### config.mk
export PLATFORM = sky130hd
export DESIGN_NAME = dmem_arbiter
export DESIGN_NICKNAME = d
export VERILOG_FILES = /design/src/rtl/dmem_arb_pkg.sv /design/src/rtl/dmem_arb_rr.sv /design/src/rtl/dmem_arbiter.sv
export SDC_FILE = /design/constraint.sdc
export NUM_CORES = 1
export LEC_CHECK = 0
export ABC_AREA = 1
export BUFFER_PORTS_ARGS = -buffer_cell sky130_fd_sc_hd__buf_2
export CORE_AREA = 8 8 111 113
export CTS_CLUSTER_DIAMETER = 100
export DETAILED_ROUTE_END_ITERATION = 6
export DIE_AREA = 0 0 119 121
export PLACE_DENSITY = 0.49
export SLEW_MARGIN = 20
export SYNTH_ARGS = -nofsm -noshare
export SYNTH_HDL_FRONTEND = slang
export SYNTH_SLANG_ARGS = --single-unit
### constraint.sdc
create_clock -name clk -period 1.3 [get_ports clk]
set_input_delay 0.065 -clock clk [delete_from_list [all_inputs] [get_ports clk]]
set_output_delay 0.065 -clock clk [all_outputs]
set_load 0.1 [all_outputs]
### src/rtl/dmem_arb_pkg.sv
// rtl/dmem_arb_pkg.sv - shared types for the data-memory port arbiter
package dmem_arb_pkg;

    typedef enum logic {
        OWNER_PROC = 1'b0,
        OWNER_EXT  = 1'b1
    } owner_t;

    typedef struct packed {
        logic   valid;
        owner_t owner;
        logic   is_read;
    } inflight_t;

    localparam int MEM_LAT_MAX = 4;

endpackage

### src/rtl/dmem_arb_rr.sv
// rtl/dmem_arb_rr.sv - 2-way round-robin grant with priority pointer
module dmem_arb_rr
    import dmem_arb_pkg::*;
(
    input  logic clk,
    input  logic rst,
    input  logic proc_val_i,
    input  logic ext_val_i,
    output logic proc_gnt_o,
    output logic ext_gnt_o
);

    owner_t prio_q, prio_d;

    // Grants are forced low during reset so no handshake can fire in that cycle
    always_comb begin
        proc_gnt_o = 1'b0;
        ext_gnt_o  = 1'b0;
        if (rst) begin
            if (proc_val_i && (!ext_val_i || prio_q == OWNER_PROC)) begin
                proc_gnt_o = 1'b1;
            end else if (ext_val_i) begin
                ext_gnt_o = 1'b1;
            end
        end
    end

    always_comb begin
        prio_d = prio_q;
        if (proc_gnt_o) begin
            prio_d = OWNER_EXT;
        end else if (ext_gnt_o) begin
            prio_d = OWNER_PROC;
        end
    end

    always_ff @(posedge clk) begin
        if (!rst) begin
            prio_q <= OWNER_PROC;
        end else begin
            prio_q <= prio_d;
        end
    end

endmodule

### src/rtl/dmem_arbiter.sv
// rtl/dmem_arbiter.sv - shares the data-memory port between PROC and EXT requesters
module dmem_arbiter
    import dmem_arb_pkg::*;
#(
    parameter int MEM_LAT = 1,
    parameter int AW      = 32,
    parameter int DW      = 32
) (
    input  logic          clk,
    input  logic          rst,
    input  logic          proc_req_val,
    output logic          proc_req_rdy,
    input  logic          proc_req_type,
    input  logic [AW-1:0] proc_req_addr,
    input  logic [DW-1:0] proc_req_wdata,
    output logic          proc_resp_val,
    output logic [DW-1:0] proc_resp_rdata,
    input  logic          ext_req_val,
    output logic          ext_req_rdy,
    input  logic          ext_req_type,
    input  logic [AW-1:0] ext_req_addr,
    input  logic [DW-1:0] ext_req_wdata,
    output logic          ext_resp_val,
    output logic [DW-1:0] ext_resp_rdata,
    output logic          memreq_val,
    output logic          memreq_type,
    output logic [AW-1:0] memreq_addr,
    output logic [DW-1:0] memreq_wdata,
    input  logic [DW-1:0] memresp_rdata,
    output logic          arb_owner
);

    localparam int LAT_DEPTH = (MEM_LAT > MEM_LAT_MAX) ? MEM_LAT_MAX : MEM_LAT;

    logic      proc_gnt, ext_gnt;
    inflight_t stage0_d;
    inflight_t pipe_q [LAT_DEPTH];
    inflight_t head;
    logic      resp_fire;

    dmem_arb_rr u_rr (
        .clk        (clk),
        .rst        (rst),
        .proc_val_i (proc_req_val),
        .ext_val_i  (ext_req_val),
        .proc_gnt_o (proc_gnt),
        .ext_gnt_o  (ext_gnt)
    );

    assign proc_req_rdy = proc_gnt;
    assign ext_req_rdy  = ext_gnt;
    assign arb_owner    = ext_gnt;

    always_comb begin
        memreq_val   = proc_gnt | ext_gnt;
        memreq_type  = 1'b0;
        memreq_addr  = '0;
        memreq_wdata = '0;
        if (proc_gnt) begin
            memreq_type  = proc_req_type;
            memreq_addr  = proc_req_addr;
            memreq_wdata = proc_req_wdata;
        end else if (ext_gnt) begin
            memreq_type  = ext_req_type;
            memreq_addr  = ext_req_addr;
            memreq_wdata = ext_req_wdata;
        end
    end

    always_comb begin
        stage0_d.valid   = memreq_val;
        stage0_d.owner   = ext_gnt ? OWNER_EXT : OWNER_PROC;
        stage0_d.is_read = memreq_val & ~memreq_type;
    end

    always_ff @(posedge clk) begin
        if (!rst) begin
            for (int i = 0; i < LAT_DEPTH; i++) begin
                pipe_q[i] <= '0;
            end
        end else begin
            pipe_q[0] <= stage0_d;
            for (int i = 1; i < LAT_DEPTH; i++) begin
                pipe_q[i] <= pipe_q[i-1];
            end
        end
    end

    // Gating with rst drops a response that would otherwise land in the reset cycle
    assign head      = pipe_q[LAT_DEPTH-1];
    assign resp_fire = head.valid & rst;

    always_comb begin
        proc_resp_val   = resp_fire && (head.owner == OWNER_PROC);
        ext_resp_val    = resp_fire && (head.owner == OWNER_EXT);
        proc_resp_rdata = (proc_resp_val && head.is_read) ? memresp_rdata : '0;
        ext_resp_rdata  = (ext_resp_val && head.is_read) ? memresp_rdata : '0;
    end

endmodule

==> impl_metrics.tcl, run 1 <==
set metrics [dict create \
    outcome "complete, but fails checks" \
    failed_checks "negative setup slack" \
    tightest_slew_ns 0.203 \
    ys_seq_elements 4 \
    end_kind "output port" \
    maxCapViolations 0 \
    grt_pass1_wl_um 20400 \
    finalWirelength_um 14300 \
    final_common_cell "buf_2" \
    area_delta_synth_final_pct 400 \
    first_pass_iters 4 \
    power_density_mw_per_mm2 501 \
    ys_types 14 \
    yosysTopAreaCellShare_pct 52.9 \
    ctsRootBufferMaster "clkbuf_8" \
    hold_ws_ns 0.148 \
    clk_latency_ns 0.22 \
    die_y_um 121 \
    drt_iter0_markers 80 \
    ir_worst_vdd_mv 0.455 \
    cp.required_ns 1.24 \
    wl_per_cell_um 17.9 \
    setup_slack_ns -0.236 \
    timing.fmax_ghz 0.651 \
    drc 0 \
    cts_tree "built" \
    min_delay_path_depth 2 \
    path_common_cell "nand2_2" \
    gp_congestion 0.796 \
    antenna_left 0 \
    synth.largest_area_cell "nand2_1" \
    synth_nets 501 \
    syn_area_mm2 0.00143 \
    clkTransAtPathRegs_ns 0.03 \
    hold_buffers 0 \
    start_util_pct 13.5 \
    coreArea_mm2 0.0106 \
    slowest_stage "dfxtp_2" \
    final_max_slew_viol_count 0 \
    post-dp-hpwl_um 11500 \
    highest-signal-layer "met4" \
    fin_nets 825 \
    post-route-min-period_ns 1.54 \
    postSynthAreaPerCell_um2 4.26 \
    met3WireLength_um 1480 \
    place_ws_ns 0.00510 \
    relSlewSlack_pct 86.4 \
    wl_met2_um 8270 \
    finalClockSkew_ns 0.00428 \
    synth_area_leaders "nand2_1, nor2_1, inv_1" \
    port_buffers 300 \
    dieArea_mm2 0.0144 \
    final_cell_mix "buf_2, buf_12, nand2_4" \
    post-route-util_pct 67.3 \
    ys_warn_count 0 \
    arrival_ns 1.47 \
    grt_pass1_vias 3698 \
    cts-htree-levels 1 \
    slowest_delay_ns 0.33 \
    finalCritPeriodShare_pct 118 \
    cts.sink_count 4 \
    hold_class "input port to register" \
    seq_area_frac_synth_pct 5.61 \
    leakagePower_uw 0.00349 \
    hold_viol_final 0 \
    grt_antenna_before_repair 0 \
    cts_buffer_depth 2 \
    r2r_cells 6 \
    total_power_uw 3570 \
    grt_use_total_pct 17.9 \
    cts_buffers 3 \
    num_vias 3330 \
    grt_overflow_total 0 \
    crit_type "register to output port" \
    via_per_inst 4.17 \
    met1Wirelength_um 4370 \
    crit_chain "nand2_4, nand2_2, nand2_2, clkinv_4, buf_8, clkbuf_16, buf_6, buf_12" \
    rsz0062_at_grt "yes" \
    startpoint_type "register" \
    die_x_um 119 \
    core.rowCount 38 \
    grt_start_max_net_pins 20 \
    drive_gt1_share_pct 84.3 \
    num_io_pins 301 \
    synthesis.instances 335 \
    cp_max_fo 5 \
    finalSetupViolCount 131 \
]
[synthesized netlist by cell type (all sizes together)]
cell   count
nor2      66
dfxtp      4
inv       37
and3       1
o211a      1
buf       21
nand3      2
nand4      1
nand2    202
[per-layer routing]
layer	track usage [%]	vias to the layer above
met5	0	-
met4	2.77	0
met3	8.79	10
met2	36.2	173
met1	15.5	1538
li1	-	1609
[logic make-up (layout without fill, tap and decap cells)]
| group | after synthesis | count (layout) | share of synthesized area, % |
|---|---|---|---|
| buf+inv | 58 | 380 | 21.2 |
| flops | 4 | 4 | 5.61 |
| other cells | 0 | 1 | 0 |
| simple gates | 272 | 272 | 72.5 |
| compound gates | 1 | 1 | 0.702 |
[state kept, by name (all words and copies together), names as in the netlist]
name         count
u_rr.prio_q      1
pipe_q           3
[power by group]
| group | switching, uW | internal (uW) |
|---|---|---|
| Clock | 69.8 | 198 |
| Combinational | 1990 | 1160 |
| Sequential | 14.9 | 136 |
| Total | 2080 | 1500 |
[stage by stage]
step	cell area [um^2]	TNS, ns	instances
3_3_place_gp	6150	0	770
4_1_cts	6650	-19.98	788
5_1_grt	7130	-29.49	797
2_1_floorplan	2510	-26.46	335
3_5_place_dp	6150	0	770
6_report	7130	-22.83	798
[path summary, 6_finish.rpt]
kind	start	to	slack [ns]
worst min-delay path	proc_req_val	u_rr.prio_q$_SDFFE_PN0P_	0.15
worst min register to register	u_rr.prio_q$_SDFFE_PN0P_	u_rr.prio_q$_SDFFE_PN0P_	0.54
worst max register to register	u_rr.prio_q$_SDFFE_PN0P_	pipe_q[0][0]$_SDFF_PN0_	0.32
worst max-delay path	u_rr.prio_q$_SDFFE_PN0P_	arb_owner	-0.24
[layout make-up]
cell class,instances,area [um^2]
Timing Repair Buffer,340,4270
Tap cell,140,175
Multi-Input combinational cell,273,2410
Antenna cell,1,2.50
Sequential cell,4,85.1
Fill cell,778,3470
Clock buffer,3,41.3
Inverter,37,149
[worst max-delay path, delay by kind of cell (launching register included)]
kind,cells,cell delay (ns)
buf+inv,5,0.68
flops,1,0.33
simple gates,3,0.23
[repair_timing]
action / CTS / global route
setup endpoints to repair: 131 / 132
gates resized for setup: 63 / 78
gates cloned: 8 / 6
pin swaps: 3 / 13
buffers inserted: 7 / 3
(Power assumes the default switching activity.)
==> run 2, diff against run 1 <==
--- a/config.mk
+++ b/config.mk
@@ -11,7 +11,7 @@
 export CTS_CLUSTER_DIAMETER = 100
 export DETAILED_ROUTE_END_ITERATION = 6
 export DIE_AREA = 0 0 119 121
-export PLACE_DENSITY = 0.49
+export PLACE_DENSITY = 0.5
 export SLEW_MARGIN = 20
 export SYNTH_ARGS = -nofsm -noshare
 export SYNTH_HDL_FRONTEND = slang
==> run 2 against run 1 <==
Compared with the run above: the run still ends with negative setup slack left; register-to-register slack worse by 0.11 ns; clock power is 5% lower; sequential cell count stayed put; global-route usage hardly changed; first-iteration DRC count is 26% higher; worst hold slack better by 0.019 ns; power is 0.28% lower; sequential power hardly changed; non-clock buffer count is 1 higher; fmax is 5.2% higher; setup slack better by 0.076 ns; critical path type unchanged.
==> impl_metrics.tcl, run 2 (same netlist as run 1, synthesis figures left out) <==
set metrics [dict create \
    outcome "complete, but fails checks" \
    failed_checks "negative setup slack" \
    grt_pass1_wl_um 20500 \
    crit_family "buffers and inverters" \
    wl_per_cell_um 18.0 \
    via_per_inst 4.16 \
    reg_top3 "pipe_q (3), u_rr.prio_q (1)" \
    crit_type "register to output port" \
    drive_gt1_share_pct 84.4 \
    finalWirelength_um 14400 \
    r2r_end "pipe_q[0][0]$_SDFF_PN0_" \
    crit_chain "nand2_4, nand2_4, nand2_8, inv_8, buf_12, nand2_4, nand2_4, buf_12" \
    area_delta_synth_final_pct 396 \
    start_util_pct 13.5 \
    grt_pass1_vias 3684 \
    hold_buffers 0 \
    drc 0 \
    grt_start_max_net_pins 45 \
    finalClockSkew_ns 0.0000421 \
    leakagePower_uw 0.00340 \
    regToRegSetupSlack_ns 0.21 \
    end_kind "output port" \
    cp_max_fo 9 \
    final_cells 800 \
    worstPathBufferInverterCount 3 \
    power_density_mw_per_mm2 504 \
    core.rowCount 38 \
    num_io_pins 301 \
    regArea_um2 85.1 \
    hold_start "ext_req_val" \
    clk_latency_ns 0.21 \
    tightest_slew_ns 0.202 \
    rsz0062_at_grt "yes" \
    slowest_stage "dfxtp_2" \
    cts_buffers 3 \
    slowest_delay_ns 0.34 \
    grt_antenna_before_repair 1 \
    fin_nets 827 \
    drt_iter0_markers 101 \
    timing.fmax_ghz 0.685 \
    gp_congestion 0.797 \
    power_frac_comb_pct 88.6 \
    placed_cells 774 \
    ir_worst_vdd_mv 0.337 \
    path_common_cell "nand2_4" \
    num_vias 3326 \
    setup_slack_ns -0.160 \
    cts-htree-levels 1 \
    intPower_uw 1490 \
    grt_use_total_pct 17.8 \
    grt_overflow_total 0 \
    final_max_slew_viol_count 0 \
    relSlewSlack_pct 86.5 \
    final_cell_mix "buf_2, buf_12, nand2_4" \
    die_y_um 121 \
    arrival_ns 1.39 \
    swShare_pct 58.2 \
    ctsRootBufferMaster "clkbuf_8" \
    r2r-start "u_rr.prio_q$_SDFFE_PN0P_" \
    cts.sink_count 4 \
    top_register "pipe_q" \
    post-route-min-period_ns 1.46 \
    cts_tree "built" \
    hold_class "input port to register" \
    dieArea_mm2 0.0144 \
    min_to "pipe_q[0][2]$_SDFF_PN0_" \
    die_x_um 119 \
    multiInputGateArea_mm2 0.00236 \
    switchingPower_uw 2070 \
    post-route-util_pct 66.7 \
    hold_viol_final 0 \
    seqPwrFrac_pct 4.2 \
    startpoint_type "register" \
    first_pass_iters 4 \
    clkTransAtPathRegs_ns 0.03 \
    finalSetupViolCount 132 \
    final_common_cell "buf_2" \
    antenna_left 0 \
    nFillCells 836 \
    place_ws_ns -0.0581 \
    maxCapViolations 0 \
    cp.required_ns 1.24 \
    r2r_cells 7 \
    coreArea_mm2 0.0106 \
    min_delay_path_depth 3 \
    port_buffers 300 \
    cts_buffer_depth 2 \
    finalCritPeriodShare_pct 112 \
    post-dp-hpwl_um 11500 \
    largest_reg_flops 3 \
    clkPwrFrac_pct 7.2 \
]
## run 2: cell count changes in the layout (fill, tap and decap cells not counted), sizes merged
| cell | previous run | this run |
|---|---|---|
| inv | 35 | 36 |
| buf | 334 | 335 |
## run 2: layout make-up
class	instances	area share (%)
Antenna cell	1	0.0354
Clock buffer	3	0.584
Inverter	37	2.32
Multi-Input combinational cell	273	33.4
Sequential cell	4	1.20
Tap cell	140	2.48
Timing Repair Buffer	341	59.8
Timing Repair inverter	1	0.159
## run 2: per-stage QoR
stage	total power, uW	area (um^2)	hold slack, ns	setup TNS [ns]
after global routing	3690	7070	0.203	-24.01
after detailed placement	3040	6170	0.334	-1.29
after global placement	3010	6170	0.327	0
after CTS	3430	6630	0.129	-20.55
final	3560	7070	0.167	-15.93
after floorplan	1920	2510	0.203	-26.46
## run 2: routing by layer
layer / vias up / track usage (%) / share of wire, %
li1: 1615 / - / -
met1: 1523 / 16.3 / 32
met2: 180 / 36.9 / 59
met3: 8 / 6.47 / 8.6
met4: 0 / 2.61 / 0.95
met5: - / 0 / 0
## run 2: power by group through the flow
| stage | Clock [uW] | Combinational, uW | Sequential [uW] |
|---|---|---|---|
| after floorplan | 0 | 1780 | 146 |
| after global placement | 0 | 2870 | 147 |
| after detailed placement | 0 | 2900 | 148 |
| after CTS | 259 | 3020 | 146 |
| after global routing | 276 | 3260 | 151 |
| final | 255 | 3160 | 150 |
## run 2: worst reg2reg max path, cell delays in order, from the launching register on
cell,delay (ns)
dfxtp_2,0.33
nand2_4,0.10
nand3_4,0.11
buf_4,0.16
buf_4,0.13
nand2_4,0.07
inv_1,0.04
nor2_1,0.09
## run 2: worst max-delay path by stage
stage	startpoint	end	cells past startpoint
3_3_place_gp	u_rr.prio_q$_SDFFE_PN0P_	memreq_wdata[12]	7
5_1_grt	u_rr.prio_q$_SDFFE_PN0P_	memreq_addr[24]	8
2_1_floorplan	pipe_q[0][2]$_SDFF_PN0_	proc_resp_rdata[10]	5
4_1_cts	u_rr.prio_q$_SDFFE_PN0P_	memreq_wdata[2]	7
3_5_place_dp	u_rr.prio_q$_SDFFE_PN0P_	memreq_addr[11]	8
6_report	u_rr.prio_q$_SDFFE_PN0P_	memreq_addr[24]	8
## run 2: timing repair
item                                    CTS  global route
pin swaps                                 6             5
cloned                                    7             8
setup buffers                             9             1
endpoints found under the setup margin  130           132
resized for setup                        45            94
hold endpoints to repair                  0             0
==> run 3, diff against run 2 <==
--- a/config.mk
+++ b/config.mk
@@ -11,6 +11,7 @@
 export CTS_CLUSTER_DIAMETER = 100
 export DETAILED_ROUTE_END_ITERATION = 6
 export DIE_AREA = 0 0 119 121
+export MAX_ROUTING_LAYER = met4
 export PLACE_DENSITY = 0.5
 export SLEW_MARGIN = 20
 export SYNTH_ARGS = -nofsm -noshare
==> run 3 against run 2 <==
Compared with the run above: the flow still finishes with violations (negative setup slack); register-to-register slack about the same; critical path depth down 1; final area up 0.58%; setup slack worse by 0.0013 ns; first-iteration DRC count up 29%; core utilization up 0.39 points; critical path type unchanged; sequential power about the same; clock skew about the same; non-clock buffer count unchanged; combinational power about the same; sequential share of layout area about the same; highest routed layer unchanged.
==> impl_metrics.tcl, run 3 (same netlist as run 1, synthesis figures left out) <==
set metrics [dict create \
    outcome "complete, but fails checks" \
    failed_checks "negative setup slack" \
    place_area_mm2 0.00617 \
    post-route-min-period_ns 1.46 \
    finalClockSkew_ns 0.000177 \
    gp_congestion 0.809 \
    slowest_stage "dfxtp_2" \
    cts_buffers 3 \
    r2r_cells 7 \
    maxCapViolations 0 \
    drc 0 \
    crit_end "memreq_wdata[20]" \
    rsz0062_at_grt "yes" \
    drt_iter0_markers 130 \
    num_vias 3337 \
    worstSetupStartpoint "u_rr.prio_q$_SDFFE_PN0P_" \
    r2r_end "pipe_q[0][0]$_SDFF_PN0_" \
    via_per_inst 4.17 \
    r2r-start "u_rr.prio_q$_SDFFE_PN0P_" \
    cp.required_ns 1.24 \
    grt_pass1_wl_um 20400 \
    post-dp-hpwl_um 11500 \
    hold_class "input port to register" \
    fin_nets 827 \
    ctsRootBufferMaster "clkbuf_8" \
    grt_start_max_net_pins 45 \
    path_common_cell "nand2_4" \
    placed_cells 774 \
    leakagePower_uw 0.00344 \
    finalCritPeriodShare_pct 112 \
    crit_type "register to output port" \
    cp.depth 7 \
    tightest_slew_ns 0.204 \
    final_cell_area_mm2 0.00711 \
    grt_antenna_before_repair 1 \
    reg_top3 "pipe_q (3), u_rr.prio_q (1)" \
    ir_worst_vdd_mv 0.338 \
    finalSetupViolCount 133 \
    slowest_delay_ns 0.33 \
    worstPathBufferInverterCount 3 \
    first_pass_iters 4 \
    area_delta_synth_final_pct 399 \
    clkTransAtPathRegs_ns 0.03 \
    cts_buffer_depth 2 \
    crit_family "buffers and inverters" \
    grt_use_total_pct 18.4 \
    grt_pass1_vias 3708 \
    setup_slack_ns -0.161 \
    regToRegSetupSlack_ns 0.21 \
    coreArea_mm2 0.0106 \
    cts.sink_count 4 \
    largest_reg_flops 3 \
    start_util_pct 13.5 \
    dieArea_mm2 0.0144 \
    fin_tns_setup_ns -15.80 \
    startpoint_type "register" \
    final_cell_mix "buf_2, buf_12, nand2_4" \
    end_kind "output port" \
    drive_gt1_share_pct 84.8 \
    top_register "pipe_q" \
    clk_latency_ns 0.21 \
    antenna_left 0 \
    final_max_slew_viol_count 0 \
    cp_max_fo 11 \
    power_density_mw_per_mm2 502 \
    core.rowCount 38 \
    cts-htree-levels 1 \
    post-route-util_pct 67.1 \
    die_x_um 119 \
    relSlewSlack_pct 86.4 \
    port_buffers 300 \
    final_cells 800 \
    arrival_ns 1.40 \
    grt_overflow_total 0 \
    crit_chain "nand2_4, nand3_4, clkinv_8, clkbuf_16, nand2_1, nand2_4, buf_12" \
    final_common_cell "buf_2" \
    timing.fmax_ghz 0.684 \
    num_io_pins 301 \
    die_y_um 121 \
    wl_per_cell_um 18.1 \
    finalWirelength_um 14500 \
    cts_tree "built" \
    hold_viol_final 0 \
    hold_ws_ns 0.166 \
]
## run 3: routing by layer
metal	vias to the layer above	track usage, %	routed length [um]
met3	8	6.65	1240
met5	-	-	0
met1	1538	16.3	4540
met4	0	2.37	153
met2	176	36.9	8560
li1	1615	-	-
## run 3: layout make-up
cell class,count,area (um^2)
timing repair inverter,1,16.3
clock buffer,3,41.3
sequential,4,85.1
tap,140,175
timing repair buffer,341,4230
multi-input combinational,273,2400
inverter,37,164
antenna,1,2.50
fill,824,3490
## run 3: worst min path at each step
| stage | start | to | cells after the start |
|---|---|---|---|
| 6_report | ext_req_val | pipe_q[0][2]$_SDFF_PN0_ | 3 |
| 4_1_cts | ext_req_val | pipe_q[0][2]$_SDFF_PN0_ | 3 |
| 3_3_place_gp | ext_req_val | pipe_q[0][2]$_SDFF_PN0_ | 3 |
| 2_1_floorplan | proc_req_val | u_rr.prio_q$_SDFFE_PN0P_ | 1 |
| 3_5_place_dp | ext_req_val | pipe_q[0][2]$_SDFF_PN0_ | 3 |
| 5_1_grt | ext_req_val | pipe_q[0][2]$_SDFF_PN0_ | 3 |
## run 3: what timing repair did
item | CTS | global route
cloned | 7 | 8
hold buffers | 0 | 0
pin swaps | 6 | 5
resized for setup | 45 | 104
setup endpoints to repair | 130 | 132
setup buffers | 9 | 1
## run 3: tightest hold or removal path, cell delays in order
cell and delay, ns:
buf_2 0.12, nand2_2 0.09, nand2_1 0.07
## run 3: power by group
group | internal [uW] | switching, uW | total (uW)
Combinational | 1160 | 2010 | 3170
Sequential | 136 | 13.9 | 150
Clock | 197 | 58.4 | 255
## run 3: through the flow
| stage | power (uW) | worst slack, ns |
|---|---|---|
| finish | 3570 | -0.161 |
| global route | 3700 | -0.230 |
| detailed placement | 3040 | -0.0581 |
| global placement | 3010 | 0.0125 |
| floorplan | 1920 | -0.579 |
| CTS | 3430 | -0.224 |
